## src/rtl/instr_sequencer_pkg.sv

```systemverilog
// Shared constants and state encoding for the instruction sequencer.
package instr_sequencer_pkg;

  localparam logic [31:0] NOP_INSTR    = 32'h0000_0013;
  localparam logic [31:0] ECALL_INSTR  = 32'h0000_0073;
  localparam logic [31:0] EBREAK_INSTR = 32'h0010_0073;
  localparam logic [6:0]  OPC_BRANCH   = 7'b1100011;

  typedef enum logic [1:0] {
    SEQ_IDLE = 2'd0,
    SEQ_RUN  = 2'd1,
    SEQ_HALT = 2'd2
  } seq_state_t;

endpackage

```

## src/rtl/instr_sequencer_buffer.sv

```systemverilog
// Instruction store: DEPTH x 32 registers, synchronous write, asynchronous read.
// Contents are deliberately not reset so a program survives a sequencer reset.
module instr_buffer #(
  parameter int DEPTH = 64,
  parameter int AW    = $clog2(DEPTH)
) (
  input  logic          clk,
  input  logic          we,
  input  logic [AW-1:0] waddr,
  input  logic [31:0]   wdata,
  input  logic [AW-1:0] raddr,
  output logic [31:0]   rdata
);

  logic [31:0] mem [DEPTH];

  always_ff @(posedge clk) begin
    if (we) mem[waddr] <= wdata;
  end

  assign rdata = mem[raddr];

endmodule

```

## src/rtl/instr_sequencer.sv

```systemverilog
// Program sequencer for riscv_simple: issues one buffered instruction per cycle,
// follows the core's branch decision and halts on ECALL/EBREAK, stop or fault.
module instr_sequencer
  import instr_sequencer_pkg::*;
#(
  parameter int DEPTH = 64,
  parameter int AW    = $clog2(DEPTH),
  parameter int CNT_W = 32
) (
  input  logic             clk,
  input  logic             rst_n,
  input  logic             start,
  input  logic             stop,
  input  logic             prog_we,
  input  logic [AW-1:0]    prog_addr,
  input  logic [31:0]      prog_data,
  output logic [31:0]      instr,
  input  logic             branch_taken,
  output logic [31:0]      pc,
  output logic             running,
  output logic             done,
  output logic             fault,
  output logic [CNT_W-1:0] retired
);

  localparam logic [31:0] PC_LIMIT = 32'(DEPTH * 4);

  seq_state_t       state_q, state_d;
  logic [31:0]      pc_q, pc_d;
  logic [CNT_W-1:0] ret_q, ret_d, ret_inc;
  logic             done_q, done_d, fault_q, fault_d;
  logic [31:0]      fetch_word, imm_b, next_pc;
  logic             is_sys, bad_target;

  instr_buffer #(.DEPTH(DEPTH), .AW(AW)) u_buf (
    .clk   (clk),
    .we    (prog_we && (state_q != SEQ_RUN)),
    .waddr (prog_addr),
    .wdata (prog_data),
    .raddr (pc_q[AW+1:2]),
    .rdata (fetch_word)
  );

  // Negative targets wrap to huge unsigned values and so fail the limit test too.
  assign imm_b      = {{19{fetch_word[31]}}, fetch_word[31], fetch_word[7],
                       fetch_word[30:25], fetch_word[11:8], 1'b0};
  assign next_pc    = branch_taken ? (pc_q + imm_b) : (pc_q + 32'd4);
  assign bad_target = next_pc[1] || (next_pc >= PC_LIMIT);
  assign is_sys     = (fetch_word == ECALL_INSTR) || (fetch_word == EBREAK_INSTR);
  assign ret_inc    = (&ret_q) ? ret_q : (ret_q + CNT_W'(1));

  always_comb begin
    state_d = state_q;
    pc_d    = pc_q;
    ret_d   = ret_q;
    done_d  = done_q;
    fault_d = fault_q;
    case (state_q)
      SEQ_IDLE, SEQ_HALT: begin
        if (start) begin
          state_d = SEQ_RUN;
          pc_d    = '0;
          ret_d   = '0;
          done_d  = 1'b0;
          fault_d = 1'b0;
        end
      end
      SEQ_RUN: begin
        if (stop) begin
          state_d = SEQ_HALT;
          done_d  = 1'b1;
        end else if (is_sys) begin
          state_d = SEQ_HALT;
          done_d  = 1'b1;
          ret_d   = ret_inc;
        end else if (bad_target) begin
          state_d = SEQ_HALT;
          fault_d = 1'b1;
          ret_d   = ret_inc;
        end else begin
          pc_d  = next_pc;
          ret_d = ret_inc;
        end
      end
      default: state_d = SEQ_IDLE;
    endcase
  end

  always_ff @(posedge clk or negedge rst_n) begin
    if (!rst_n) begin
      state_q <= SEQ_IDLE;
      pc_q    <= '0;
      ret_q   <= '0;
      done_q  <= 1'b0;
      fault_q <= 1'b0;
    end else begin
      state_q <= state_d;
      pc_q    <= pc_d;
      ret_q   <= ret_d;
      done_q  <= done_d;
      fault_q <= fault_d;
    end
  end

  assign running = (state_q == SEQ_RUN);
  assign instr   = running ? fetch_word : NOP_INSTR;
  assign pc      = pc_q;
  assign done    = done_q;
  assign fault   = fault_q;
  assign retired = ret_q;

endmodule

```

## config.mk

```make
export PLATFORM = sky130hd
export DESIGN_NAME = instr_sequencer
export DESIGN_NICKNAME = d
export VERILOG_FILES = /design/src/rtl/instr_sequencer_pkg.sv /design/src/rtl/instr_sequencer_buffer.sv /design/src/rtl/instr_sequencer.sv
export SDC_FILE = /design/constraint.sdc
export NUM_CORES = 2
export LEC_CHECK = 0
export BUFFER_PORTS_ARGS = -buffer_cell sky130_fd_sc_hd__buf_4
export CAP_MARGIN = 20
export CORE_ASPECT_RATIO = 0.7
export CORE_UTILIZATION = 40
export DETAILED_ROUTE_END_ITERATION = 10
export PLACE_DENSITY_LB_ADDON = 0.2
export SLEW_MARGIN = 20
export SYNTH_ARGS = -nofsm -noshare
export SYNTH_HDL_FRONTEND = slang
export SYNTH_SLANG_ARGS = --single-unit
```

## constraint.sdc

```tcl
create_clock -name clk -period 12 [get_ports clk]
set_clock_uncertainty 0.1 [all_clocks]
set_input_delay 2.4 -clock clk [delete_from_list [all_inputs] [get_ports clk]]
set_output_delay 2.4 -clock clk [all_outputs]
set_load 0.01 [all_outputs]
```

# Yosys cells after proc, flatten, opt, wreduce, memory -nomap -nowiden
# Memory sizes are Yosys's and may differ from the RTL's.
# Cells that the tools add are included.
dict set report totals {
  reg_bits 68
  ramBits 2048
  input_bits 44
  output_inout_bits 99
  wordCells 60
  mem_count 1
}
# memory words width rd rd_ports_with_merged_regs wr line
set memory_table {}
lappend memory_table {u_buf.mem 64 32 1 0 1 instr_sequencer_buffer.sv:15} ;# logic [31:0] mem [DEPTH];
dict set report classes {
  n_addsub 3
  magnitude_cmp 1
  n_eq_ne 13
  mux 25
  n_reduce_logical 12
}
# cell n
set op_table {}
lappend op_table {{32-bit two-way mux} 8}
lappend op_table {{32-bit case mux with 2 select lines} 2}
lappend op_table {{32-bit by 1-bit adder with 32-bit output (second input constant)} 1}
lappend op_table {{32-bit by 3-bit adder with 32-bit output (second input constant)} 1}
lappend op_table {{32-bit adder} 1}
lappend op_table {{32-bit by 21-bit == test with 1-bit output (second input constant)} 1}
lappend op_table {{32-bit by 7-bit == test with 1-bit output (second input constant)} 1}
lappend op_table {{32-bit by 9-bit >= comparator with 1-bit output (second input constant)} 1}
lappend op_table {{32-bit AND reduction} 1}
lappend op_table {{2-bit inequality test (second input constant)} 5}
lappend op_table {{5-bit AND reduction} 2}
lappend op_table {{1-bit two-way mux} 8}
lappend op_table {{2-bit two-way mux} 4}
lappend op_table {{2-bit by 1-bit inequality test with 1-bit output (second input constant)} 2}
lappend op_table {{4-bit by 2-bit inequality test with 1-bit output (second input constant)} 1}
lappend op_table {{1-bit case mux with 2 select lines} 2}
lappend op_table {{2-bit case mux with 2 select lines} 1}
lappend op_table {{4-bit AND reduction} 1}
lappend op_table {{3-bit by 2-bit inequality test with 1-bit output (second input constant)} 1}
lappend op_table {{3-bit AND reduction} 1}
lappend op_table {{2-bit by 1-bit == test with 1-bit output (second input constant)} 1}
lappend op_table {{2-bit == test (second input constant)} 1}
lappend op_table {{2-bit zero test} 1}
lappend op_table {{1-bit logical OR} 2}
lappend op_table {{4 further kinds} 4}

# Depth between registers and ports, before layout
# An unclocked memory read counts as a cell.
dict set report logic_depth {
  ltp_word 9
  mapped_depth 25
  depth_no_buf 18
}

# Hierarchy
# Synthesis repeated with hierarchy kept, for this count alone.
dict set report unflattened {
  hier_cells 4017
  hier_area_um2 83701.5
}
# mod n_inst cells_per_inst area_each_um2 seq_area_each_um2
set modules_own_cells {}
lappend modules_own_cells {instr_buffer 1 3292 77874.7 61499.0}
lappend modules_own_cells {instr_sequencer 1 725 5826.8 1676.6}

# Least setup slack after synthesis
# OpenSTA, ideal clock, no wires.
dict set report synth_path {
  kind {reg-to-output}
  startpoint {register pc_q[3] (netlist: pc[3])}
  endpoint {output instr[20]}
  arrival_time_ns 3.587
  required_ns 9.500
  path_slack_ns 5.913
  path_stages_with_launch 12
  path_buffers 7
  cell_sequence {dfrtp_1 buf_2 buf_2 buf_2 buf_2 buf_2 buf_1 clkbuf_1 mux4_2 mux4_2 mux4_2 and2_1}
}
dict set report synth_between {
  elab_chain_len 2
}
# item line
set synth_rtl {}
lappend synth_rtl {{from (decl)} instr_sequencer.sv:29} ;# logic [31:0] pc_q, pc_d;
lappend synth_rtl {{from (signal assigned)} instr_sequencer.sv:98} ;# pc_q <= pc_d;
lappend synth_rtl {{memory read 64 x 32 bit} n/a}
lappend synth_rtl {{32-bit two-way mux} instr_sequencer.sv:106} ;# assign instr = running ? fetch_word : NOP_INSTR;
lappend synth_rtl {{to (decl)} instr_sequencer.sv:17} ;# output logic [31:0] instr,
# No other way between the ends.

# Worst setup path in the final report
dict set report layout_path {
  startpoint {register pc_q[2] (netlist: pc[2])}
  endpoint {register pc_q[2] (netlist: pc[2])}
}
dict set report layout_between {
  elab_chain_len 7
  word_cells_on_any_way 16
  classes_between {add/sub (2); order compare (1); eq/ne (4); mux (5); reduce/logical (3); memory (1)}
}
# item line
set layout_rtl {}
lappend layout_rtl {{memory read 64 x 32 bit} n/a}
lappend layout_rtl {{32-bit adder} instr_sequencer.sv:47} ;# assign next_pc = branch_taken ? (pc_q + imm_b) : (pc_q + 32'd4);
lappend layout_rtl {{32-bit two-way mux} instr_sequencer.sv:47}
lappend layout_rtl {{32-bit by 9-bit >= comparator with 1-bit output / 32-bit two-way mux (equally long branches)} {instr_sequencer.sv:48, instr_sequencer.sv:76}}
lappend layout_rtl {{1-bit logical OR / 32-bit two-way mux (equally long branches)} {instr_sequencer.sv:48, instr_sequencer.sv:72}}
lappend layout_rtl {{2-bit inequality test (no line) / 32-bit two-way mux (equally long branches)} n/a}
lappend layout_rtl {{5-bit AND reduction (no line) / 32-bit case mux with 2 select lines (equally long branches)} n/a}
# Several ways; a longest one is shown, not always the timed one. The select of a mux whose other input is x is not followed.
# A chain may end at the register's enable or synchronous reset.

==> results.json <==
{
  "whs_path_depth": 1,
  "maxSlewHeadroom_pct": 26.1,
  "antenna_found_initial": 14,
  "cts_buffers": 198,
  "rsz0062_at_grt": "false",
  "cp_common_cell": "buf_4",
  "synth_top_area_share_pct": 72.9,
  "r2r_cells": 19,
  "status": "complete, no violations",
  "yosysTopAreaCell": "edfxtp_1",
  "drv_slew": 0,
  "yosysWarnings": 0,
  "min_period_over_period_pct": 69.1,
  "hp-class": "flop to flop",
  "die_h_um": 386,
  "synthAdderAreaFrac_pct": 0.499,
  "synth_area_um2": 84300,
  "cts.reportedPaths.clkPinSlew_ns": 0.06,
  "p_leak_nw": 29.5,
  "hold_violations": 0,
  "grtUsageTotal_pct": 23.7,
  "start_util_pct": 40.4,
  "yosysMostFrequentCell": "edfxtp_1",
  "synth_flop_cell": "edfxtp_1",
  "layout-drive-gt1-share_pct": 24.1,
  "fin_nets": 4501,
  "r2r_end": "pc[2]",
  "vias_per_cell": 6.06,
  "grt_start_max_net_pins": 113,
  "ys_top_cells_by_count": "edfxtp_1 (2,048), mux4_2 (472), mux2i_1 (211)",
  "h-tree-depth": 4,
  "finalSetupViolations": 0,
  "slowest_stage": "dfrtp_4",
  "area_delta_synth_final_pct": 12.8,
  "power_per_cell_area_nw_per_um2": 169,
  "grt_overflow": 0,
  "cts_root_buf": "clkbuf_16",
  "dpl-instance-area_um2": 89200,
  "synth_top_family_by_area": "multiplexers",
  "worstPathMaxFanout": 35,
  "numClockSinks": 2115,
  "cpPeakStageDelay_ns": 1.01,
  "ir_drop_v": 0.000115,
  "placementRows": 140,
  "cp-start-kind": "flop",
  "fp.coreArea_um2": 209000,
  "path_class": "flop to flop",
  "cts_resized": 0,
  "wl_per_cell_um": 34.6,
  "fin_crit_ns": 8.30,
  "cts_tree": "yes",
  "vias": 44500,
  "synth-simple-area-share_pct": 3.33,
  "first_pass_iters": 5,
  "avgSynthCellArea_um2": 20.2,
  "drc": 0,
  "clock_latency_ns": 0.86,
  "totalPowerFinal_mw": 16.0,
  "ant_nets": 0,
  "ys_seq_area_share_pct": 74.9,
  "place_hpwl_um": 144000,
  "first_iter_violations": 6364,
  "synth_cell_types": 88,
  "synth_nets": 4261,
  "setup.worst_path.end_class": "flop",
  "synth-compound-area-share_pct": 3.56,
  "fin_setup_tns_ns": 0,
  "regToRegSetupSlack_ns": 3.70,
  "reg2reg_from": "pc[2]",
  "syn_inst": 4184,
  "synth.area.top_cells": "edfxtp_1 (73%), mux4_2 (13%), mux2i_1 (2.5%), dfrtp_1 (2.0%), a22oi_1 (0.96%)",
  "synth_xor_xnor_area_share_pct": 0.540,
  "yosys-mux-area-fraction_pct": 15.4,
  "portBuffers": 141,
  "die_w_um": 551,
  "ys_ff_latch": 2115,
  "routed_wirelength_um": 254000,
  "grt_pass1_wl_um": 349000,
  "post_cts_buffers": 0,
  "whs_endpoint": "state_q[1]",
  "clock.fmax_mhz": 121,
  "design_area_um2": 95100,
  "crit_arrival_ns": 8.94,
  "worstPathRequired_ns": 12.64,
  "die-area_um2": 213000,
  "hp-start": "state_q[1]",
  "grt_pass1_vias": 42800,
  "cp_cell_sequence": "buf_4, buf_4, mux4_2, a22oi_1, o211ai_1, o21ai_1, mux2i_1, ha_1, o211ai_1, o21ai_0, a2bb2oi_1, o41ai_1, a21boi_0, xnor2_1, a2111oi_0, and3_1, a31o_1, buf_4, mux2i_1",
  "synth-async-reset-ratio_pct": 3.17,
  "routabilityCongestion": 0.926,
  "pin_count": 143,
  "cts_buffer_depth": 4,
  "ctsHoldBuffers": 0,
  "worst_pin_slew_ns": 1.10,
  "maxCapViolCount": 0,
  "n_fill_cell": 17600,
  "synth_edf_count": 2048
}
## per-layer routing
layer  global-route usage, %  wire (um)
met3                    5.00      24000
met1                    35.9     112000
met2                    34.7     111000
met5                       0         34
met4                    6.32       7230
## power by group
part | leakage [nW] | switching [mW] | internal [mW] | total [mW]
registers | 19.3 | 0.0381 | 8.12 | 8.16
clock network | 2.90 | 2.70 | 3.30 | 6.00
logic | 7.28 | 1.10 | 0.762 | 1.87
## final cells by class
type | instances | area [um2] | share of cell area [%]
Antenna cell | 7 | 17.5 | 0.0184
Timing Repair Buffer | 268 | 2100 | 2.21
Clock inverter | 110 | 833 | 0.876
Tap cell | 2769 | 3460 | 3.64
Multi-Input combinational cell | 1795 | 20200 | 21.3
Clock buffer | 234 | 5110 | 5.37
Inverter | 46 | 178 | 0.187
Sequential cell | 2115 | 63200 | 66.4
## kinds of logic (layout without fill, tap and decap cells)
group,after synthesis,count (layout)
simple gates,580,580
fa+ha+maj,33,33
mux,701,701
buf+inv,274,658
compound gates,428,428
flops,2115,2115
xor+xnor,52,52
other cells,1,8
## flip-flops by register name (all words and copies together), names as in the netlist
signal     flops
done           1
retired       32
fault          1
u_buf.mem   2048
pc            31
state_q        2
## metrics by stage
step	instances	hold slack [ns]	setup WS, ns	utilization, %
after global routing	7339	0.433	3.13	45.6
final	7344	0.397	3.70	45.6
after global placement	6991	0.374	3.93	42.7
after detailed placement	6992	0.375	3.93	42.7
after floorplan	4184	0.357	5.91	-
after CTS	7336	0.398	3.84	45.5
## worst max path at each step
stage | endpoint | from | slack, ns | cells after the start
6_report | pc[2] | pc[2] | 3.70 | 19
4_1_cts | pc[2] | pc[2] | 3.84 | 19
2_1_floorplan | instr[20] | pc[3] | 5.91 | 11
5_1_grt | pc[2] | pc[2] | 3.13 | 19
3_3_place_gp | pc[2] | pc[2] | 3.93 | 19
3_5_place_dp | pc[2] | pc[2] | 3.93 | 19
## critical path, delay by kind of cell, from the launching register on
| kind | cells | cell delay (ns) |
|---|---|---|
| muxes | 3 | 1.01 |
| xor gates and xnor gates | 1 | 0.18 |
| DFF | 1 | 1.01 |
| AOI/OAI and AO/OA | 10 | 3.55 |
| and+or+nand+nor | 1 | 0.29 |
| adders and majority gates | 1 | 0.43 |
| buffers and inverters | 3 | 1.55 |
## cell usage in the layout, fill, tap and decap left out, types with 25 or more instances in the layout
| cell type | instances |
|---|---|
| o21ai_0 | 55 |
| nand4_1 | 34 |
| edfxtp_1 | 2048 |
| xnor2_1 | 25 |
| clkinv_1 | 64 |
| nand2_1 | 140 |
| nor2_4 | 66 |
| xor2_1 | 27 |
| mux2i_1 | 211 |
| nor2_1 | 113 |
| inv_1 | 43 |
| a21oi_1 | 69 |
| mux4_2 | 472 |
| dfrtp_1 | 61 |
| and3_1 | 31 |
| o22ai_1 | 26 |
| nand3_1 | 67 |
| and2_1 | 27 |
| clkbuf_16 | 199 |
| a22oi_1 | 108 |
| o211ai_1 | 28 |
| clkbuf_1 | 35 |
| buf_4 | 260 |
| ha_1 | 32 |
No activity file was read; power rests on OpenSTA's default activity.
